### config.mk
export PLATFORM = sky130hd
export DESIGN_NAME = cdb_wakeup_rs_flat
export DESIGN_NICKNAME = d
export VERILOG_FILES = /design/src/rtl/core_pkg.sv /design/src/rtl/cdb_wakeup_rs_if.sv /design/src/rtl/cdb_wakeup_rs.sv /design/src/flat_wrapper.sv
export SDC_FILE = /design/constraint.sdc
export NUM_CORES = 1
export LEC_CHECK = 0
export BUFFER_PORTS_ARGS = -buffer_cell sky130_fd_sc_hd__clkbuf_2
export CAP_MARGIN = 25
export CORE_MARGIN = 3
export CORE_UTILIZATION = 45
export CTS_BUF_LIST = sky130_fd_sc_hd__clkbuf_2 sky130_fd_sc_hd__clkbuf_4 sky130_fd_sc_hd__clkbuf_8
export CTS_CLUSTER_SIZE = 14
export DETAILED_ROUTE_END_ITERATION = 12
export PLACE_DENSITY_LB_ADDON = 0.08
export SLEW_MARGIN = 15
export SYNTH_ARGS = -nofsm -noshare
export SYNTH_HDL_FRONTEND = slang
export SYNTH_SLANG_ARGS = --single-unit
### constraint.sdc
create_clock -name clk -period 2.8 [get_ports clk]
set_input_delay 0.28 -clock clk [delete_from_list [all_inputs] [get_ports clk]]
set_output_delay 0.28 -clock clk [all_outputs]
set_load 0.03 [all_outputs]
### src/rtl/core_pkg.sv
// Core-wide sizing constants shared by the back-end blocks.
package core_pkg;
  localparam int unsigned XLEN       = 32;
  localparam int unsigned LOG2_PREGS = 6;
endpackage

### src/rtl/cdb_wakeup_rs_if.sv
// Dispatch, CDB broadcast, issue and occupancy bundle of the cdb_wakeup_rs reservation station.
interface cdb_wakeup_rs_if #(
  parameter int unsigned RS_DEPTH = 8,
  parameter int unsigned CDB_W    = 2,
  parameter int unsigned XLEN     = 32,
  parameter int unsigned PHYS_W   = 6
);
  localparam int unsigned OCC_W = $clog2(RS_DEPTH) + 1;

  logic                          disp_valid;
  logic                          disp_ready;
  logic [5:0]                    disp_op;
  logic [PHYS_W-1:0]             disp_dst_tag;
  logic [5:0]                    disp_rob_tag;
  logic                          disp_src1_rdy;
  logic [PHYS_W-1:0]             disp_src1_tag;
  logic [XLEN-1:0]               disp_src1_val;
  logic                          disp_src2_rdy;
  logic [PHYS_W-1:0]             disp_src2_tag;
  logic [XLEN-1:0]               disp_src2_val;
  logic [CDB_W-1:0]              cdb_valid;
  logic [CDB_W-1:0][PHYS_W-1:0]  cdb_tag;
  logic [CDB_W-1:0][XLEN-1:0]    cdb_value;
  logic                          iss_valid;
  logic                          iss_ready;
  logic [5:0]                    iss_op;
  logic [XLEN-1:0]               iss_src1_val;
  logic [XLEN-1:0]               iss_src2_val;
  logic [PHYS_W-1:0]             iss_dst_tag;
  logic [5:0]                    iss_rob_tag;
  logic [OCC_W-1:0]              occupancy;

  modport master (
    output disp_valid, disp_op, disp_dst_tag, disp_rob_tag,
           disp_src1_rdy, disp_src1_tag, disp_src1_val,
           disp_src2_rdy, disp_src2_tag, disp_src2_val,
           cdb_valid, cdb_tag, cdb_value, iss_ready,
    input  disp_ready, iss_valid, iss_op, iss_src1_val, iss_src2_val,
           iss_dst_tag, iss_rob_tag, occupancy
  );

  modport slave (
    input  disp_valid, disp_op, disp_dst_tag, disp_rob_tag,
           disp_src1_rdy, disp_src1_tag, disp_src1_val,
           disp_src2_rdy, disp_src2_tag, disp_src2_val,
           cdb_valid, cdb_tag, cdb_value, iss_ready,
    output disp_ready, iss_valid, iss_op, iss_src1_val, iss_src2_val,
           iss_dst_tag, iss_rob_tag, occupancy
  );
endinterface

### src/rtl/cdb_wakeup_rs.sv
// Reservation station with CDB wakeup, dispatch bypass and single-issue select.
// Macro RS_AGE_ORDER_EN selects oldest-first issue via an age matrix; otherwise lowest index wins.
module cdb_wakeup_rs #(
  parameter int unsigned RS_DEPTH = 8,
  parameter int unsigned CDB_W    = 2,
  parameter int unsigned XLEN     = core_pkg::XLEN,
  parameter int unsigned PHYS_W   = core_pkg::LOG2_PREGS
) (
  input logic            clk,
  input logic            reset,
  input logic            flush,
  cdb_wakeup_rs_if.slave bus
);
  localparam int unsigned IDX_W = (RS_DEPTH > 1) ? $clog2(RS_DEPTH) : 1;
  localparam int unsigned CP_W  = (CDB_W > 1) ? $clog2(CDB_W) : 1;
  localparam int unsigned OCC_W = $clog2(RS_DEPTH) + 1;

  logic [RS_DEPTH-1:0] valid_q, valid_d, r1_q, r1_d, r2_q, r2_d;
  logic [5:0]          op_q  [RS_DEPTH];
  logic [5:0]          op_d  [RS_DEPTH];
  logic [5:0]          rob_q [RS_DEPTH];
  logic [5:0]          rob_d [RS_DEPTH];
  logic [PHYS_W-1:0]   dst_q [RS_DEPTH];
  logic [PHYS_W-1:0]   dst_d [RS_DEPTH];
  logic [PHYS_W-1:0]   t1_q  [RS_DEPTH];
  logic [PHYS_W-1:0]   t1_d  [RS_DEPTH];
  logic [PHYS_W-1:0]   t2_q  [RS_DEPTH];
  logic [PHYS_W-1:0]   t2_d  [RS_DEPTH];
  logic [XLEN-1:0]     v1_q  [RS_DEPTH];
  logic [XLEN-1:0]     v1_d  [RS_DEPTH];
  logic [XLEN-1:0]     v2_q  [RS_DEPTH];
  logic [XLEN-1:0]     v2_d  [RS_DEPTH];

  logic [OCC_W-1:0]    occ_c;
  logic [IDX_W-1:0]    free_idx;
  logic [IDX_W-1:0]    sel_idx;
  logic                sel_valid;
  logic [RS_DEPTH-1:0] issuable;
  logic                disp_ready_c, disp_fire, iss_fire;

  // Capture a CDB result for a pending source; lowest matching port has priority.
  function automatic logic [XLEN:0] wake(
    input logic                         rdy,
    input logic [PHYS_W-1:0]            tag,
    input logic [XLEN-1:0]              val,
    input logic [CDB_W-1:0]             cv,
    input logic [CDB_W-1:0][PHYS_W-1:0] ct,
    input logic [CDB_W-1:0][XLEN-1:0]   cval
  );
    logic [XLEN:0] res;
    res = {rdy, val};
    if (!rdy) begin
      for (int p = int'(CDB_W) - 1; p >= 0; p--) begin
        if (cv[CP_W'(p)] && (ct[CP_W'(p)] == tag)) res = {1'b1, cval[CP_W'(p)]};
      end
    end
    return res;
  endfunction

  always_comb begin : occ_and_free
    occ_c    = '0;
    free_idx = '0;
    for (int i = int'(RS_DEPTH) - 1; i >= 0; i--) begin
      occ_c = occ_c + OCC_W'(valid_q[IDX_W'(i)]);
      if (!valid_q[IDX_W'(i)]) free_idx = IDX_W'(i);
    end
  end

  assign issuable     = valid_q & r1_q & r2_q;
  assign disp_ready_c = (occ_c < OCC_W'(RS_DEPTH));
  assign disp_fire    = bus.disp_valid & disp_ready_c & ~flush;
  assign iss_fire     = sel_valid & bus.iss_ready;

`ifdef RS_AGE_ORDER_EN
  // age_q[i][j] set means entry i was dispatched before entry j.
  logic [RS_DEPTH-1:0] age_q [RS_DEPTH];
  logic [RS_DEPTH-1:0] age_d [RS_DEPTH];

  always_comb begin : sel_oldest
    logic older;
    older     = 1'b0;
    sel_valid = 1'b0;
    sel_idx   = '0;
    for (int i = 0; i < int'(RS_DEPTH); i++) begin
      older = 1'b0;
      for (int j = 0; j < int'(RS_DEPTH); j++) begin
        if (issuable[IDX_W'(j)] && age_q[IDX_W'(j)][IDX_W'(i)]) older = 1'b1;
      end
      if (issuable[IDX_W'(i)] && !older) begin
        sel_valid = 1'b1;
        sel_idx   = IDX_W'(i);
      end
    end
  end

  always_comb begin : age_next
    age_d = age_q;
    if (disp_fire) begin
      for (int j = 0; j < int'(RS_DEPTH); j++) age_d[IDX_W'(j)][free_idx] = 1'b1;
      age_d[free_idx] = '0;
    end
  end

  always_ff @(posedge clk or negedge reset) begin : age_reg
    if (!reset) begin
      for (int i = 0; i < int'(RS_DEPTH); i++) age_q[IDX_W'(i)] <= '0;
    end else begin
      age_q <= age_d;
    end
  end
`else
  always_comb begin : sel_lowest
    sel_valid = 1'b0;
    sel_idx   = '0;
    for (int i = int'(RS_DEPTH) - 1; i >= 0; i--) begin
      if (issuable[IDX_W'(i)]) begin
        sel_valid = 1'b1;
        sel_idx   = IDX_W'(i);
      end
    end
  end
`endif

  // Next entry state: wakeup, then issue free, then dispatch write; flush overrides all.
  always_comb begin : next_state
    logic [XLEN:0] w;
    w       = '0;
    valid_d = valid_q;
    r1_d    = r1_q;
    r2_d    = r2_q;
    op_d    = op_q;
    rob_d   = rob_q;
    dst_d   = dst_q;
    t1_d    = t1_q;
    t2_d    = t2_q;
    v1_d    = v1_q;
    v2_d    = v2_q;
    for (int i = 0; i < int'(RS_DEPTH); i++) begin
      if (valid_q[IDX_W'(i)]) begin
        w = wake(r1_q[IDX_W'(i)], t1_q[IDX_W'(i)], v1_q[IDX_W'(i)],
                 bus.cdb_valid, bus.cdb_tag, bus.cdb_value);
        r1_d[IDX_W'(i)] = w[XLEN];
        v1_d[IDX_W'(i)] = w[XLEN-1:0];
        w = wake(r2_q[IDX_W'(i)], t2_q[IDX_W'(i)], v2_q[IDX_W'(i)],
                 bus.cdb_valid, bus.cdb_tag, bus.cdb_value);
        r2_d[IDX_W'(i)] = w[XLEN];
        v2_d[IDX_W'(i)] = w[XLEN-1:0];
      end
    end
    if (iss_fire) valid_d[sel_idx] = 1'b0;
    if (disp_fire) begin
      valid_d[free_idx] = 1'b1;
      op_d[free_idx]    = bus.disp_op;
      rob_d[free_idx]   = bus.disp_rob_tag;
      dst_d[free_idx]   = bus.disp_dst_tag;
      t1_d[free_idx]    = bus.disp_src1_tag;
      t2_d[free_idx]    = bus.disp_src2_tag;
      w = wake(bus.disp_src1_rdy, bus.disp_src1_tag, bus.disp_src1_val,
               bus.cdb_valid, bus.cdb_tag, bus.cdb_value);
      r1_d[free_idx] = w[XLEN];
      v1_d[free_idx] = w[XLEN-1:0];
      w = wake(bus.disp_src2_rdy, bus.disp_src2_tag, bus.disp_src2_val,
               bus.cdb_valid, bus.cdb_tag, bus.cdb_value);
      r2_d[free_idx] = w[XLEN];
      v2_d[free_idx] = w[XLEN-1:0];
    end
    if (flush) valid_d = '0;
  end

  always_ff @(posedge clk or negedge reset) begin : entry_reg
    if (!reset) begin
      valid_q <= '0;
      r1_q    <= '0;
      r2_q    <= '0;
      for (int i = 0; i < int'(RS_DEPTH); i++) begin
        op_q[IDX_W'(i)]  <= '0;
        rob_q[IDX_W'(i)] <= '0;
        dst_q[IDX_W'(i)] <= '0;
        t1_q[IDX_W'(i)]  <= '0;
        t2_q[IDX_W'(i)]  <= '0;
        v1_q[IDX_W'(i)]  <= '0;
        v2_q[IDX_W'(i)]  <= '0;
      end
    end else begin
      valid_q <= valid_d;
      r1_q    <= r1_d;
      r2_q    <= r2_d;
      op_q    <= op_d;
      rob_q   <= rob_d;
      dst_q   <= dst_d;
      t1_q    <= t1_d;
      t2_q    <= t2_d;
      v1_q    <= v1_d;
      v2_q    <= v2_d;
    end
  end

  // Issue port is driven from registered entry state only; zero when nothing is issuable.
  always_comb begin : issue_out
    bus.iss_valid    = sel_valid;
    bus.iss_op       = '0;
    bus.iss_src1_val = '0;
    bus.iss_src2_val = '0;
    bus.iss_dst_tag  = '0;
    bus.iss_rob_tag  = '0;
    if (sel_valid) begin
      bus.iss_op       = op_q[sel_idx];
      bus.iss_src1_val = v1_q[sel_idx];
      bus.iss_src2_val = v2_q[sel_idx];
      bus.iss_dst_tag  = dst_q[sel_idx];
      bus.iss_rob_tag  = rob_q[sel_idx];
    end
  end

  assign bus.disp_ready = disp_ready_c;
  assign bus.occupancy  = occ_c;
endmodule

### src/flat_wrapper.sv
// flat-port wrapper written by rule: the top's interface ports become plain ports
module cdb_wakeup_rs_flat 
#(
  parameter int unsigned RS_DEPTH = 8,
  parameter int unsigned CDB_W    = 2,
  parameter int unsigned XLEN     = core_pkg::XLEN,
  parameter int unsigned PHYS_W   = core_pkg::LOG2_PREGS
)
  (clk, reset, flush, bus_disp_valid, bus_disp_op, bus_disp_dst_tag, bus_disp_rob_tag, bus_disp_src1_rdy, bus_disp_src1_tag, bus_disp_src1_val, bus_disp_src2_rdy, bus_disp_src2_tag, bus_disp_src2_val, bus_cdb_valid, bus_cdb_tag, bus_cdb_value, bus_iss_ready, bus_disp_ready, bus_iss_valid, bus_iss_op, bus_iss_src1_val, bus_iss_src2_val, bus_iss_dst_tag, bus_iss_rob_tag, bus_occupancy);
  cdb_wakeup_rs_if #(.RS_DEPTH(RS_DEPTH), .CDB_W(CDB_W), .XLEN(XLEN), .PHYS_W(PHYS_W)) bus_i ();
  input logic clk;
  input logic reset;
  input logic flush;
  input wire logic [$bits(bus_i.disp_valid)-1:0] bus_disp_valid;
  input wire logic [$bits(bus_i.disp_op)-1:0] bus_disp_op;
  input wire logic [$bits(bus_i.disp_dst_tag)-1:0] bus_disp_dst_tag;
  input wire logic [$bits(bus_i.disp_rob_tag)-1:0] bus_disp_rob_tag;
  input wire logic [$bits(bus_i.disp_src1_rdy)-1:0] bus_disp_src1_rdy;
  input wire logic [$bits(bus_i.disp_src1_tag)-1:0] bus_disp_src1_tag;
  input wire logic [$bits(bus_i.disp_src1_val)-1:0] bus_disp_src1_val;
  input wire logic [$bits(bus_i.disp_src2_rdy)-1:0] bus_disp_src2_rdy;
  input wire logic [$bits(bus_i.disp_src2_tag)-1:0] bus_disp_src2_tag;
  input wire logic [$bits(bus_i.disp_src2_val)-1:0] bus_disp_src2_val;
  input wire logic [$bits(bus_i.cdb_valid)-1:0] bus_cdb_valid;
  input wire logic [$bits(bus_i.cdb_tag)-1:0] bus_cdb_tag;
  input wire logic [$bits(bus_i.cdb_value)-1:0] bus_cdb_value;
  input wire logic [$bits(bus_i.iss_ready)-1:0] bus_iss_ready;
  output wire logic [$bits(bus_i.disp_ready)-1:0] bus_disp_ready;
  output wire logic [$bits(bus_i.iss_valid)-1:0] bus_iss_valid;
  output wire logic [$bits(bus_i.iss_op)-1:0] bus_iss_op;
  output wire logic [$bits(bus_i.iss_src1_val)-1:0] bus_iss_src1_val;
  output wire logic [$bits(bus_i.iss_src2_val)-1:0] bus_iss_src2_val;
  output wire logic [$bits(bus_i.iss_dst_tag)-1:0] bus_iss_dst_tag;
  output wire logic [$bits(bus_i.iss_rob_tag)-1:0] bus_iss_rob_tag;
  output wire logic [$bits(bus_i.occupancy)-1:0] bus_occupancy;
  assign bus_i.disp_valid = bus_disp_valid;
  assign bus_i.disp_op = bus_disp_op;
  assign bus_i.disp_dst_tag = bus_disp_dst_tag;
  assign bus_i.disp_rob_tag = bus_disp_rob_tag;
  assign bus_i.disp_src1_rdy = bus_disp_src1_rdy;
  assign bus_i.disp_src1_tag = bus_disp_src1_tag;
  assign bus_i.disp_src1_val = bus_disp_src1_val;
  assign bus_i.disp_src2_rdy = bus_disp_src2_rdy;
  assign bus_i.disp_src2_tag = bus_disp_src2_tag;
  assign bus_i.disp_src2_val = bus_disp_src2_val;
  assign bus_i.cdb_valid = bus_cdb_valid;
  assign bus_i.cdb_tag = bus_cdb_tag;
  assign bus_i.cdb_value = bus_cdb_value;
  assign bus_i.iss_ready = bus_iss_ready;
  assign bus_disp_ready = bus_i.disp_ready;
  assign bus_iss_valid = bus_i.iss_valid;
  assign bus_iss_op = bus_i.iss_op;
  assign bus_iss_src1_val = bus_i.iss_src1_val;
  assign bus_iss_src2_val = bus_i.iss_src2_val;
  assign bus_iss_dst_tag = bus_i.iss_dst_tag;
  assign bus_iss_rob_tag = bus_i.iss_rob_tag;
  assign bus_occupancy = bus_i.occupancy;
  cdb_wakeup_rs #(.RS_DEPTH(RS_DEPTH), .CDB_W(CDB_W), .XLEN(XLEN), .PHYS_W(PHYS_W)) u_core (.clk(clk), .reset(reset), .flush(flush), .bus(bus_i));
endmodule
==> impl_metrics.toml <==
[floorplan]
ios = 267
die-area_sq_mm = 0.0299
die_h_microns = 173
fp-row-count = 60
coreArea_sq_mm = 0.0272
die_w_microns = 173
start_util_pct = 46.2

[routing]
first_iter_violations = 524
wl_per_cell_microns = 21.9
vias = 8354
drcViolationCount = 0
firstDrtPassIters = 5
wl_microns = 31700
met2WireLength_microns = 14800
vias_per_cell = 5.76
wl_met3_microns = 1480
final_antenna_net_count = 0
wl_met1_microns = 14800
top_layer = "met4"

[setup_path]
critPathMaxFanout = 43
reg2reg_to = "u_core.v1_q[254]$_DFFE_PN0P_"
reg2reg_depth = 4
cp.required_ns = 2.52
cp-end-kind = "output port"
cp-start-kind = "flip-flop"
startpoint = "u_core.r2_q[0]$_DFFE_PN0P_"
endpoint = "bus_iss_src2_val[25]"
rrSetupSlack_ns = 0.70
arrival_ns = 2.41
crit_type = "flip-flop to output port"
crit-reg2reg-launch = "u_core.valid_q[0]$_DFFE_PN0P_"

[synthesis]
synthCells = 927
syn_avg_cell_area_sq_um = 13.5
synth.distinct_cells = 26
ys_ff_latch = 268
syn_area_sq_mm = 0.0125
yosysSeqAreaShare_pct = 53.4
ys_warn_count = 0

[timing]
tightest_slew_ns = 0.609
setup_viol = 0
setup_tns_ns = 0
timing.fmax_mhz = 372
rsz0062_at_grt = "no"
timing.final.crit_share_pct = 96.0
maxSlewHeadroom_pct = 59.4
hold_viol = 0
report.final.slew_viol_count = 0
clock_skew_ns = 0.0138
min_period_ns = 2.69

[pwr]
power_frac_comb_pct = 3.1
p_leak_nw = 7.29
switching_share_pct = 22.8
seqPwrFrac_pct = 51.1
internal_power_mw = 5.88
power.share.clock_pct = 45.8
p_per_area_mw_per_mm2 = 526
worst_ir_drop_vdd_mv = 0.366
switchingPower_mw = 1.73

[finish]
syn2layout_area_growth_pct = 15.3
fin_util_pct = 53.2
nets = 1227
final_cell_mix = "dfrtp_1, mux2_2, clkbuf_2"
final_common_cell = "dfrtp_1"
drive_gt1_share_pct = 46.8

[global_route]
antenna_found_initial = 1
grt_pass1_vias = 8862
track_usage_pct = 21.2
grt_pass1_wl_microns = 51000
grt_max_degree = 73
gr-total-overflow = 0

[place]
dp_hpwl_microns = 18900
place.gp.congestion = 0.719
portBuffers = 106

[clock_tree]
clk_path_buf_depth = 3
cts_sinks = 268
cts_tree = "built"
cts_buffers = 47
clkTransAtPathRegs_ns = 0.06
root_buffer = "clkbuf_8"
clk_latency_ns = 0.55
htree_levels = 2
postCtsSetupBuffers = 0

[outcome]
status = "completed"

[min_path]
hold_path.class = "primary input to flip-flop"

[job]
maxCapViolations = 0
==> registers in the layout, summed over array words and instances, names as in the netlist <==
| name | count |
|---|---|
| u_core.r1_q | 4 |
| u_core.v2_q | 128 |
| u_core.r2_q | 4 |
| u_core.v1_q | 128 |
| u_core.valid_q | 4 |
==> metal layers <==
| metal | up-vias | global-route usage, % |
|---|---|---|
| met3 | 56 | 3.62 |
| li1 | 3713 | - |
| met4 | 0 | 5.98 |
| met2 | 233 | 33.9 |
| met1 | 4352 | 29.8 |
| met5 | - | 0 |
==> power groups by stage <==
stage	Combinational, mW	Clock, mW	Sequential (mW)
2_1_floorplan	0.0854	0	3.96
3_3_place_gp	0.237	0	3.95
3_5_place_dp	0.238	0	3.96
4_1_cts	0.242	3.62	3.89
5_1_grt	0.265	3.79	3.89
6_report	0.236	3.49	3.89
==> logic make-up (layout without fill, tap and decap cells) <==
family                 count (synthesis)  after routing  synth area share, %
AO/OA/AOI/OAI                        132            132                 9.18
buffers and inverters                107            236                 4.82
flip-flops                           268            268                 53.4
multiplexers                         256            256                 23.9
other                                  2             25               0.0598
AND/OR/NAND/NOR                      162            162                 8.63
==> cell usage after synthesis <==
cell	n	area [sq um]
nand4b_1	2	17.5
and3_1	3	18.8
a311oi_1	66	578
and4_1	64	561
or4b_1	4	40.0
clkbuf_1	56	210
buf_1	6	22.5
a41oi_1	1	8.76
o2bb2ai_1	64	561
mux2_4	30	450
mux2_1	1	11.3
nand2b_1	4	25.0
a21oi_1	1	5.00
inv_1	2	7.51
buf_12	3	60.1
nor3_4	6	97.6
dfrtp_1	268	6710
nand3_1	3	15.0
nor2_1	67	251
mux2_2	225	2530
buf_4	39	293
or2_2	6	37.5
nor4b_1	1	8.76
nor3_1	2	10.0
buf_6	1	11.3
conb_1	2	7.51
==> stage by stage <==
step	setup slack, ns	hold WS [ns]	power (mW)	instances	cell area (sq um)
global placement	0.447	0.311	4.19	1367	13500
global route	0.0215	0.0629	7.94	1451	14500
detailed placement	0.455	0.309	4.19	1367	13500
CTS	0.0529	0.0387	7.74	1450	14500
finish	0.112	0.0698	7.61	1451	14500
floorplan	0.757	-0.0156	4.04	949	12600
==> worst min-delay path by stage <==
stage	from	to	slack, ns	cells after the start
floorplan	reset	u_core.r1_q[0]$_DFFE_PN0P_	-0.02	0
global placement	reset	u_core.v1_q[131]$_DFFE_PN0P_	0.31	1
detailed placement	reset	u_core.v1_q[131]$_DFFE_PN0P_	0.31	1
CTS	bus_cdb_value[13]	u_core.v1_q[173]$_DFFE_PN0P_	0.04	2
global route	bus_cdb_value[27]	u_core.v1_q[187]$_DFFE_PN0P_	0.06	2
finish	bus_cdb_value[0]	u_core.v1_q[192]$_DFFE_PN0P_	0.07	2
==> layout make-up <==
type	instances	area [sq um]
fill	2380	12700
sequential	268	6710
multi-input combinational	574	5350
timing repair buffer	155	1030
clock buffer	74	868
tap	372	465
clock inverter	5	32.5
inverter	2	7.51
antenna	1	2.50
==> critical path, stage by stage, from the launching register on <==
cell and delay (ns):
dfrtp_1 0.46, and3_4 0.32, nor3_4 0.29, buf_12 0.30, o2bb2ai_1 0.21, clkbuf_2 0.26
==> repair_timing <==
| action | CTS | global route |
|---|---|---|
| hold endpoints to repair | 71 | 0 |
| hold buffers | 4 | 0 |
| resized for setup | 3 | 0 |
| setup endpoints to repair | 51 | 0 |
No activity file was read; power rests on OpenSTA's default activity.
